**config.mk**
```make
export PLATFORM = sky130hd
export DESIGN_NAME = intra16x16_mb_sequencer
export DESIGN_NICKNAME = d
export VERILOG_FILES = /design/src/rtl/intra16x16_mb_sequencer.sv
export SDC_FILE = /design/constraint.sdc
export NUM_CORES = 1
export LEC_CHECK = 0
export ABC_AREA = 1
export BUFFER_PORTS_ARGS = -buffer_cell sky130_fd_sc_hd__buf_2
export CAP_MARGIN = 20
export CORE_UTILIZATION = 59
export DETAILED_ROUTE_END_ITERATION = 16
export GPL_ROUTABILITY_DRIVEN = 0
export PLACE_DENSITY = 0.8
export SETUP_SLACK_MARGIN = 0.5
export SYNTH_ARGS = -nofsm -noshare
export SYNTH_HDL_FRONTEND = slang
export SYNTH_SLANG_ARGS = --single-unit
```
**constraint.sdc**
```tcl
create_clock -name clk_i -period 2.9 [get_ports clk_i]
set_input_delay 0 -clock clk_i [delete_from_list [all_inputs] [get_ports clk_i]]
set_output_delay 0 -clock clk_i [all_outputs]
set_load 0.03 [all_outputs]
```
**src/rtl/intra16x16_mb_sequencer.sv**
```systemverilog
// intra16x16_mb_sequencer
// Frame-level controller for the Intra 16x16 luma path. Walks macroblocks in
// raster order, launches the prediction/SAD engine for each one, fires the
// 16x16 saver once the engine is done and the residue sink can take a new MB,
// then captures the mode the saver selected.
//
// Handshakes: pred_start_o is a one-cycle launch; pred_done_i is only looked
// at while waiting for the engine. A save happens on the first cycle where
// pred_done_i has been seen and sink_ready_i is high; sink_ready_i is the
// ready of the residue consumer and may stall indefinitely.
module intra16x16_mb_sequencer #(
    parameter int MB_COLS = 16,
    parameter int MB_ROWS = 16,
    parameter int TIMEOUT = 1023
) (
    input  logic       clk_i,
    input  logic       reset_i,
    input  logic       frame_start_i,
    input  logic       pred_done_i,
    input  logic       sink_ready_i,
    input  logic [2:0] mode_i,
    output logic       pred_start_o,
    output logic       save_enable_o,
    output logic [8:0] mbnumber_o,
    output logic       top_avail_o,
    output logic       left_avail_o,
    output logic [2:0] last_mode_o,
    output logic       mode_valid_o,
    output logic       busy_o,
    output logic       frame_done_o,
    output logic       error_o,
    output logic [2:0] state_o
);

    localparam int TW = (TIMEOUT > 0) ? $clog2(TIMEOUT + 1) : 1;
    localparam logic [TW-1:0] TO_MAX   = TW'(TIMEOUT);
    localparam logic [8:0]    COL_LAST = 9'(MB_COLS - 1);
    localparam logic [8:0]    MB_LAST  = 9'(MB_COLS * MB_ROWS - 1);

    typedef enum logic [2:0] {
        S_IDLE      = 3'd0,
        S_LAUNCH    = 3'd1,
        S_WAIT_PRED = 3'd2,
        S_HOLD      = 3'd3,
        S_SAVE      = 3'd4,
        S_CAPTURE   = 3'd5,
        S_DONE      = 3'd6
    } state_t;

    state_t         state_q;
    logic [8:0]     col_q, row_q, mb_q;
    logic [8:0]     col_d, row_d, mb_d;
    logic [TW-1:0]  tcnt_q;
    logic           pred_start_q, save_enable_q, mode_valid_q;
    logic           frame_done_q, error_q;
    logic [2:0]     last_mode_q;
    logic           col_wrap, mb_last;

    // Raster advance: next column, wrapping into the next row at the right edge.
    always_comb begin
        col_wrap = (col_q == COL_LAST);
        mb_last  = (mb_q == MB_LAST);
        col_d    = col_wrap ? 9'd0 : col_q + 9'd1;
        row_d    = col_wrap ? row_q + 9'd1 : row_q;
        mb_d     = mb_q + 9'd1;
    end

    // Sequencer FSM; every pulse output is registered on entry to its state.
    always_ff @(posedge clk_i or posedge reset_i) begin
        if (reset_i) begin
            state_q       <= S_IDLE;
            col_q         <= 9'd0;
            row_q         <= 9'd0;
            mb_q          <= 9'd0;
            tcnt_q        <= '0;
            pred_start_q  <= 1'b0;
            save_enable_q <= 1'b0;
            mode_valid_q  <= 1'b0;
            frame_done_q  <= 1'b0;
            error_q       <= 1'b0;
            last_mode_q   <= 3'd0;
        end else begin
            pred_start_q  <= 1'b0;
            save_enable_q <= 1'b0;
            mode_valid_q  <= 1'b0;
            frame_done_q  <= 1'b0;
            case (state_q)
                S_IDLE: begin
                    if (frame_start_i) begin
                        col_q        <= 9'd0;
                        row_q        <= 9'd0;
                        mb_q         <= 9'd0;
                        error_q      <= 1'b0;
                        pred_start_q <= 1'b1;
                        state_q      <= S_LAUNCH;
                    end
                end
                S_LAUNCH: begin
                    tcnt_q  <= '0;
                    state_q <= S_WAIT_PRED;
                end
                S_WAIT_PRED: begin
                    if (pred_done_i) begin
                        if (sink_ready_i) begin
                            save_enable_q <= 1'b1;
                            state_q       <= S_SAVE;
                        end else begin
                            state_q <= S_HOLD;
                        end
                    end else if (tcnt_q == TO_MAX) begin
                        // Engine never answered: abandon the frame silently.
                        error_q <= 1'b1;
                        state_q <= S_IDLE;
                    end else begin
                        tcnt_q <= tcnt_q + 1'b1;
                    end
                end
                S_HOLD: begin
                    if (sink_ready_i) begin
                        save_enable_q <= 1'b1;
                        state_q       <= S_SAVE;
                    end
                end
                S_SAVE: begin
                    state_q <= S_CAPTURE;
                end
                S_CAPTURE: begin
                    last_mode_q  <= mode_i;
                    mode_valid_q <= 1'b1;
                    col_q        <= col_d;
                    row_q        <= row_d;
                    mb_q         <= mb_d;
                    if (mb_last) begin
                        state_q <= S_DONE;
                    end else begin
                        pred_start_q <= 1'b1;
                        state_q      <= S_LAUNCH;
                    end
                end
                S_DONE: begin
                    frame_done_q <= 1'b1;
                    state_q      <= S_IDLE;
                end
                default: begin
                    state_q <= S_IDLE;
                end
            endcase
        end
    end

    assign pred_start_o  = pred_start_q;
    assign save_enable_o = save_enable_q;
    assign mbnumber_o    = mb_q;
    assign top_avail_o   = (row_q != 9'd0);
    assign left_avail_o  = (col_q != 9'd0);
    assign last_mode_o   = last_mode_q;
    assign mode_valid_o  = mode_valid_q;
    assign busy_o        = (state_q != S_IDLE);
    assign frame_done_o  = frame_done_q;
    assign error_o       = error_q;
    assign state_o       = state_q;

endmodule

```
==> results of run 1 <==
metal layers:
layer	vias up	share of wire, %
li1	1276	-
met1	1101	48
met2	60	46
met3	10	4.2
met4	0	2.1
met5	-	0
layout by cell type (no fill, tap or decap), types with 4 or more instances in the layout:
| cell type | instances |
|---|---|
| sky130_fd_sc_hd__buf_2 | 30 |
| sky130_fd_sc_hd__nand2_1 | 118 |
| sky130_fd_sc_hd__ha_1 | 7 |
| sky130_fd_sc_hd__nor2_1 | 32 |
| sky130_fd_sc_hd__o22ai_1 | 5 |
| sky130_fd_sc_hd__inv_2 | 5 |
| sky130_fd_sc_hd__nand4_1 | 10 |
| sky130_fd_sc_hd__o21ai_0 | 16 |
| sky130_fd_sc_hd__clkbuf_8 | 5 |
| sky130_fd_sc_hd__dlygate4sd3_1 | 5 |
| sky130_fd_sc_hd__nand2_4 | 6 |
| sky130_fd_sc_hd__a21oi_1 | 4 |
| sky130_fd_sc_hd__xor2_1 | 4 |
| sky130_fd_sc_hd__inv_1 | 46 |
| sky130_fd_sc_hd__dfrtp_1 | 48 |
| sky130_fd_sc_hd__nor3_1 | 5 |
| sky130_fd_sc_hd__nand3_1 | 34 |
state kept, by name, indices dropped and copies added (netlist names):
name	flops
row_q	9
state_o	3
frame_done_o	1
mbnumber_o	9
pred_start_o	1
col_q	9
tcnt_q	10
error_o	1
mode_valid_o	1
save_enable_o	1
last_mode_o	3
how the worst min path moves through the flow:
stage	from	endpoint	cells past startpoint
floorplan	mode_i[0]	last_mode_o[0]	2
global placement	mode_i[2]	last_mode_o[2]	3
detailed placement	mode_i[1]	last_mode_o[1]	3
CTS	pred_done_i	save_enable_o	3
global route	pred_done_i	save_enable_o	3
finish	pred_done_i	save_enable_o	3
synth_stat cells (3+ instances only):
master,number
sky130_fd_sc_hd__nand4_1,10
sky130_fd_sc_hd__nand2_2,3
sky130_fd_sc_hd__nand3_2,3
sky130_fd_sc_hd__nor3_1,5
sky130_fd_sc_hd__inv_2,4
sky130_fd_sc_hd__buf_2,3
sky130_fd_sc_hd__xor2_1,4
sky130_fd_sc_hd__nand2_1,118
sky130_fd_sc_hd__dfrtp_1,48
sky130_fd_sc_hd__o21ai_0,16
sky130_fd_sc_hd__xnor2_1,3
sky130_fd_sc_hd__o22ai_1,5
sky130_fd_sc_hd__nand2_4,6
sky130_fd_sc_hd__o21ai_2,3
sky130_fd_sc_hd__ha_1,7
sky130_fd_sc_hd__nor2_1,32
sky130_fd_sc_hd__nand3_1,34
sky130_fd_sc_hd__a21oi_1,4
sky130_fd_sc_hd__inv_1,47
stage by stage:
stage / total power, W / setup slack, ns / area, um^2 / hold slack (ns) / utilization, %
final: 0.00236 / 1.10 / 3170 / 0.0869 / 70.4
after global routing: 0.00251 / 0.984 / 3170 / 0.0927 / 70.4
after CTS: 0.00237 / 1.14 / 3150 / 0.0694 / 70.0
after detailed placement: 0.00198 / 1.14 / 3020 / 0.208 / 67.1
after global placement: 0.00195 / 1.22 / 3020 / 0.197 / 67.1
after floorplan: 0.00173 / 1.17 / 2840 / 0.110 / -
layout make-up:
cell class | instances | area share [%]
well taps | 52 | 2.05
flip-flops and latches | 48 | 37.9
multi-input cells | 270 | 44.4
clock buffers | 5 | 2.17
inverters | 52 | 6.23
repair buffers | 36 | 6.94
clock inverters | 2 | 0.394
kinds of logic after synthesis:
kind of cell	synth area share (%)
compound gates	6.73
simple gates	37.5
flops	42.2
buf+inv	8.27
fa+ha+maj	3.08
xor+xnor	2.16
power by group:
| group | internal, W | leakage [nW] | switching (W) | total [W] |
|---|---|---|---|---|
| Combinational | 0.000303 | 0.952 | 0.000753 | 0.00106 |
| Sequential | 0.000784 | 0.654 | 0.000135 | 0.000919 |
| Clock | 0.000164 | 0.0400 | 0.000225 | 0.000389 |
critical path, delay by kind of cell (launching register included):
kind | cells | cell delay [ns]
flops | 1 | 0.42
simple gates | 6 | 0.79
fa+ha+maj | 2 | 0.42
buf+inv | 1 | 0.05
==> impl_metrics.env, run 1 <==
export IMPL_run_status="completed"
export IMPL_clk_latency_ns=0.30
export IMPL_footprint_of_the_flip_flops_and_latches_um2=1200
export IMPL_via_count=2447
export IMPL_drv_cap=0
export IMPL_crit_start="mbnumber_o[0]"
export IMPL_post_layout_nonfiller_instances=465
export IMPL_dieWidth_um=71.4
export IMPL_grt_met2_usage_pct=40.3
export IMPL_crit_end="state_o[0]"
export IMPL_place_hpwl_um=4140
export IMPL_floorplan_initialDensity_pct=63.1
export IMPL_critical_path_arrival_ns=1.99
export IMPL_cell_types_occupying_the_most_area_after_synthesis="sky130_fd_sc_hd__dfrtp_1, sky130_fd_sc_hd__nand2_1, sky130_fd_sc_hd__inv_1"
export IMPL_global_route_overflow_total=0
export IMPL_netlist_area_um2=2840
export IMPL_timing_hold_worst_class="in -> reg"
export IMPL_number_of_global_route_vias_before_repair=2311
export IMPL_cellPowerDensity_nw_per_um2=745
export IMPL_clock_skew_final_ns=0.00871
export IMPL_design_final_nets=428
export IMPL_tns_ns=0
export IMPL_num_rows=24
export IMPL_antennaDiodeCount=0
export IMPL_rsz0062_at_grt="no"
export IMPL_cp_start_kind="flip-flop"
export IMPL_fill_cells=358
export IMPL_total_wirelength_of_the_detailed_routed_design_um=5850
export IMPL_timing_final_hold_violations=0
export IMPL_timing_worst_setup_path_type="reg -> reg"
export IMPL_critical_path_max_fanout=5
export IMPL_antenna_found_initial=0
export IMPL_timing_fmax_mhz=556
export IMPL_routedWlPerCell_um=12.6
export IMPL_share_of_cells_above_drive_strength_1_pct=16.5
export IMPL_design_die_area_um2=5100
export IMPL_grt_first_pass_wirelength_um=9980
export IMPL_detail_route_vias_per_cell=5.26
export IMPL_setup_viol=0
export IMPL_synth_yosys_warnings=0
export IMPL_placed_cells_incl_taps=452
export IMPL_tightest_slew_ns=0.445
export IMPL_antenna_left=0
export IMPL_grt_use_total_pct=24.9
export IMPL_peakVddDrop_v=0.000516
export IMPL_crit_slowest_cell="sky130_fd_sc_hd__dfrtp_1"
export IMPL_cts_buffer_depth=2
export IMPL_drt_iter0_drc=125
export IMPL_ioPinCount=31
export IMPL_worst_max_slew_margin_expressed_relative_to_the_limit_pct=70.1
export IMPL_cts_hold_bufs=5
export IMPL_clock_tree_htree_level_count=2
export IMPL_number_of_synthesized_flops_with_an_enable_pin=0
export IMPL_post_route_min_period_ns=1.80
export IMPL_global_route_peak_usage_layer="met2"
export IMPL_remaining_drc_errors=0
export IMPL_areaGrowthSynthToFinish_pct=11.6
export IMPL_ys_types=32
export IMPL_share_of_synthesized_flip_flops_with_an_asynchronous_set_or_reset_pct=100
export IMPL_path_common_cell="sky130_fd_sc_hd__nand4_1"
export IMPL_cts_sink_count=48
export IMPL_core_area_um2=4500
export IMPL_reg2reg_setup_slack_ns=1.10
export IMPL_dr_pass1_iters=4
export IMPL_critical_path_reg2reg_endpoint="state_o[0]"
export IMPL_worst_endpoint_required_time_ns=3.09
export IMPL_final_min_period_over_clock_period_pct=62.0
export IMPL_post_synth_inst_count=375
export IMPL_most_used_dff_post_synth="sky130_fd_sc_hd__dfrtp_1"
export IMPL_r2r_start="mbnumber_o[0]"
export IMPL_synth_area_per_cell_um2=7.58
export IMPL_pin_count_of_the_biggest_net_entering_global_routing=49
export IMPL_global_route_usage_met1_pct=32.9
export IMPL_port_buffer_count=30
export IMPL_postCtsResizedCells=0
export IMPL_tritoncts="done"
export IMPL_postCtsSetupBuffers=0
export IMPL_cts_inserted_buffers=5
export IMPL_largest_incremental_delay_on_the_critical_path_ns=0.42
export IMPL_crit_chain="ha_1, nand4_1, nor4_1, ha_1, inv_1, nand4_1, nand3_1, nand4_1, nand2_1"
export IMPL_die_height_um=71.4
export IMPL_power_static_leakage_nw=1.65
export IMPL_setup_worst_path_end_class="flip-flop"
export IMPL_yosysSeqAreaShare_pct=42.2
export IMPL_cts_root_buf="sky130_fd_sc_hd__clkbuf_8"
export IMPL_synth_net_count=390
export IMPL_multi_input_gate_area_um2=1410
export IMPL_netlist_area_leader_share_pct=42.2
export IMPL_number_of_cell_instances_on_the_worst_register_to_register_path=9
export IMPL_grtUsageMet3_pct=5.20
export IMPL_drv_slew=0
export IMPL_yosys_register_bits=48
export IMPL_yosysTopAreaCell="sky130_fd_sc_hd__dfrtp_1"
export IMPL_worst_path_clk_slew_ns=0.09
(Power assumes the default switching activity.)
==> run 2: changes to the inputs <==
Clock period 2.9 ns to 1.89 ns, I/O delays scaled along.
==> run 2 against run 1 <==
Compared with the run above:
- fmax up 11%
- critical endpoint unchanged
- hold slack better by 0.0035 ns
- design area increased by 17%
- largest power group unchanged
- sequential power increased by 53%
- non-clock buffer count grew 34
- global-route usage rose by 2.0 points
- critical path depth unchanged
==> impl_metrics.env, run 2 (same netlist as run 1, synthesis figures left out) <==
export IMPL_run_status="completed"
export IMPL_commonest_cells_after_routing_fill_and_taps_aside="sky130_fd_sc_hd__nand2_1, sky130_fd_sc_hd__inv_1, sky130_fd_sc_hd__dfrtp_1"
export IMPL_share_of_cells_above_drive_strength_1_pct=31.0
export IMPL_cts_inserted_buffers=5
export IMPL_largest_reg_flops=10
export IMPL_setup_worst_path_end_class="flip-flop"
export IMPL_timing_hold_worst_class="in -> reg"
export IMPL_num_rows=24
export IMPL_grt_use_total_pct=26.9
export IMPL_cellPowerDensity_nw_per_um2=1200
export IMPL_top_register="tcnt_q"
export IMPL_drv_slew=0
export IMPL_detail_route_vias_per_cell=5.68
export IMPL_number_of_global_route_vias_before_repair=2518
export IMPL_cp_start_kind="flip-flop"
export IMPL_worst_hold_slack_ns=0.0904
export IMPL_antenna_found_initial=0
export IMPL_grt_first_pass_wirelength_um=10800
export IMPL_cts_sink_count=48
export IMPL_worst_path_clk_slew_ns=0.09
export IMPL_worst_endpoint_required_time_ns=2.09
export IMPL_die_height_um=71.4
export IMPL_tightest_slew_ns=0.569
export IMPL_post_route_worst_setup_slack_ns=0.263
export IMPL_routedWlPerCell_um=15.1
export IMPL_port_buffer_count=30
export IMPL_timing_final_hold_violations=0
export IMPL_ioPinCount=31
export IMPL_preCtsSetupSlack_ns=0.254
export IMPL_via_count=2857
export IMPL_final_min_period_over_clock_period_pct=86.1
export IMPL_timing_fmax_mhz=615
export IMPL_post_layout_total_power_w=0.00444
export IMPL_clk_latency_ns=0.31
export IMPL_drt_iter0_drc=358
export IMPL_setup_viol=0
export IMPL_cts_buffer_depth=2
export IMPL_rsz0062_at_grt="yes"
export IMPL_antennaDiodeCount=0
export IMPL_critical_path_max_fanout=3
export IMPL_design_final_nets=465
export IMPL_power_static_leakage_nw=1.83
export IMPL_total_wirelength_of_the_detailed_routed_design_um=7600
export IMPL_pin_count_of_the_biggest_net_entering_global_routing=26
export IMPL_core_area_um2=4500
export IMPL_drv_cap=0
export IMPL_post_route_min_period_ns=1.63
export IMPL_antenna_left=0
export IMPL_place_hpwl_um=4140
export IMPL_dieWidth_um=71.4
export IMPL_tritoncts="done"
export IMPL_remaining_drc_errors=0
export IMPL_floorplan_initialDensity_pct=63.1
export IMPL_timing_worst_setup_path_type="reg -> reg"
export IMPL_fill_cells=270
export IMPL_global_route_overflow_total=0
export IMPL_cts_root_buf="sky130_fd_sc_hd__clkbuf_8"
export IMPL_design_die_area_um2=5100
export IMPL_dr_pass1_iters=7
export IMPL_clock_skew_final_ns=0.00866
export IMPL_worst_max_slew_margin_expressed_relative_to_the_limit_pct=62.0
export IMPL_layout_core_utilization_pct=82.3
export IMPL_areaGrowthSynthToFinish_pct=30.3
export IMPL_peakVddDrop_v=0.000814
export IMPL_critical_path_arrival_ns=1.82
export IMPL_mostFrequentLayoutCell="sky130_fd_sc_hd__nand2_1"
export IMPL_clock_tree_htree_level_count=2
export IMPL_tns_ns=0
==> run 2: cell count changes in the layout (fill, tap and decap cells not counted), moves of 3 or more <==
cell	previous run	this run
sky130_fd_sc_hd__buf_4	0	30
sky130_fd_sc_hd__nand2_1	118	107
sky130_fd_sc_hd__dfrtp_1	48	38
sky130_fd_sc_hd__dfrtp_2	0	10
sky130_fd_sc_hd__nand2_2	3	12
sky130_fd_sc_hd__nand2_8	1	7
sky130_fd_sc_hd__buf_6	0	5
sky130_fd_sc_hd__ha_1	7	3
sky130_fd_sc_hd__nor2_1	32	28
sky130_fd_sc_hd__o21ai_0	16	12
sky130_fd_sc_hd__clkbuf_1	0	3
sky130_fd_sc_hd__inv_1	46	43
sky130_fd_sc_hd__o21ai_1	2	5
==> run 2: path summary, 6_finish.rpt <==
| path | start | slack, ns | cells past startpoint | to |
|---|---|---|---|---|
| min in group asynchronous | reset_i | 0.28 | 3 | tcnt_q[0] |
| hold reg to reg | error_o | 0.47 | 2 | error_o |
| setup reg to reg | mbnumber_o[0] | 0.26 | 9 | state_o[0] |
| setup / recovery | mbnumber_o[0] | 0.26 | 9 | state_o[0] |
| max in group asynchronous | reset_i | 1.07 | 4 | col_q[4] |
| hold / removal | pred_done_i | 0.09 | 3 | save_enable_o |
==> run 2: area by class of cell <==
type                       instances  area, um^2  share of cell area (%)
sequential                        48        1210                    32.8
clock buffer                       8        80.1                    2.16
multi-input combinational        273        1630                    44.0
timing repair buffer              70         507                    13.7
tap                               52        65.1                    1.76
inverter                          52         210                    5.67
==> run 2: per-layer routing <==
metal / routed length, um / GRT usage (%) / share of wire, % / up-vias
met5: 0 / 0 / 0 / -
met4: 174 / 9.11 / 2.3 / 0
met3: 491 / 5.20 / 6.5 / 22
met2: 3720 / 45.3 / 49 / 132
met1: 3220 / 35.0 / 42 / 1345
li1: - / - / - / 1358
==> run 2: repair_timing <==
item	CTS	global route
resized for setup	17	49
hold endpoints to repair	28	0
gates cloned	0	3
pin swaps	3	18
hold buffers	5	0
buffers inserted	14	18
endpoints found under the setup margin	38	35
==> run 2: power breakdown <==
group          total [W]  switching (W)  internal (W)
Clock           0.000622       0.000358      0.000264
Sequential       0.00141       0.000192       0.00122
Combinational    0.00241        0.00152      0.000891
Total            0.00444        0.00207       0.00237
==> run 2: through the flow <==
step,instances,cell area (um^2)
after floorplan,375,2860
after global placement,455,3070
after detailed placement,455,3070
after CTS,482,3380
after global routing,503,3700
final,503,3700
==> run 2: worst max-delay path, cell delays in order (launching register included) <==
cell	delay (ns)
sky130_fd_sc_hd__dfrtp_2	0.40
sky130_fd_sc_hd__ha_4	0.14
sky130_fd_sc_hd__nand4_1	0.16
sky130_fd_sc_hd__nor4_2	0.19
sky130_fd_sc_hd__ha_1	0.21
sky130_fd_sc_hd__inv_2	0.05
sky130_fd_sc_hd__nand4_1	0.12
sky130_fd_sc_hd__nand3_1	0.09
sky130_fd_sc_hd__nand4_1	0.10
sky130_fd_sc_hd__nand2_1	0.05
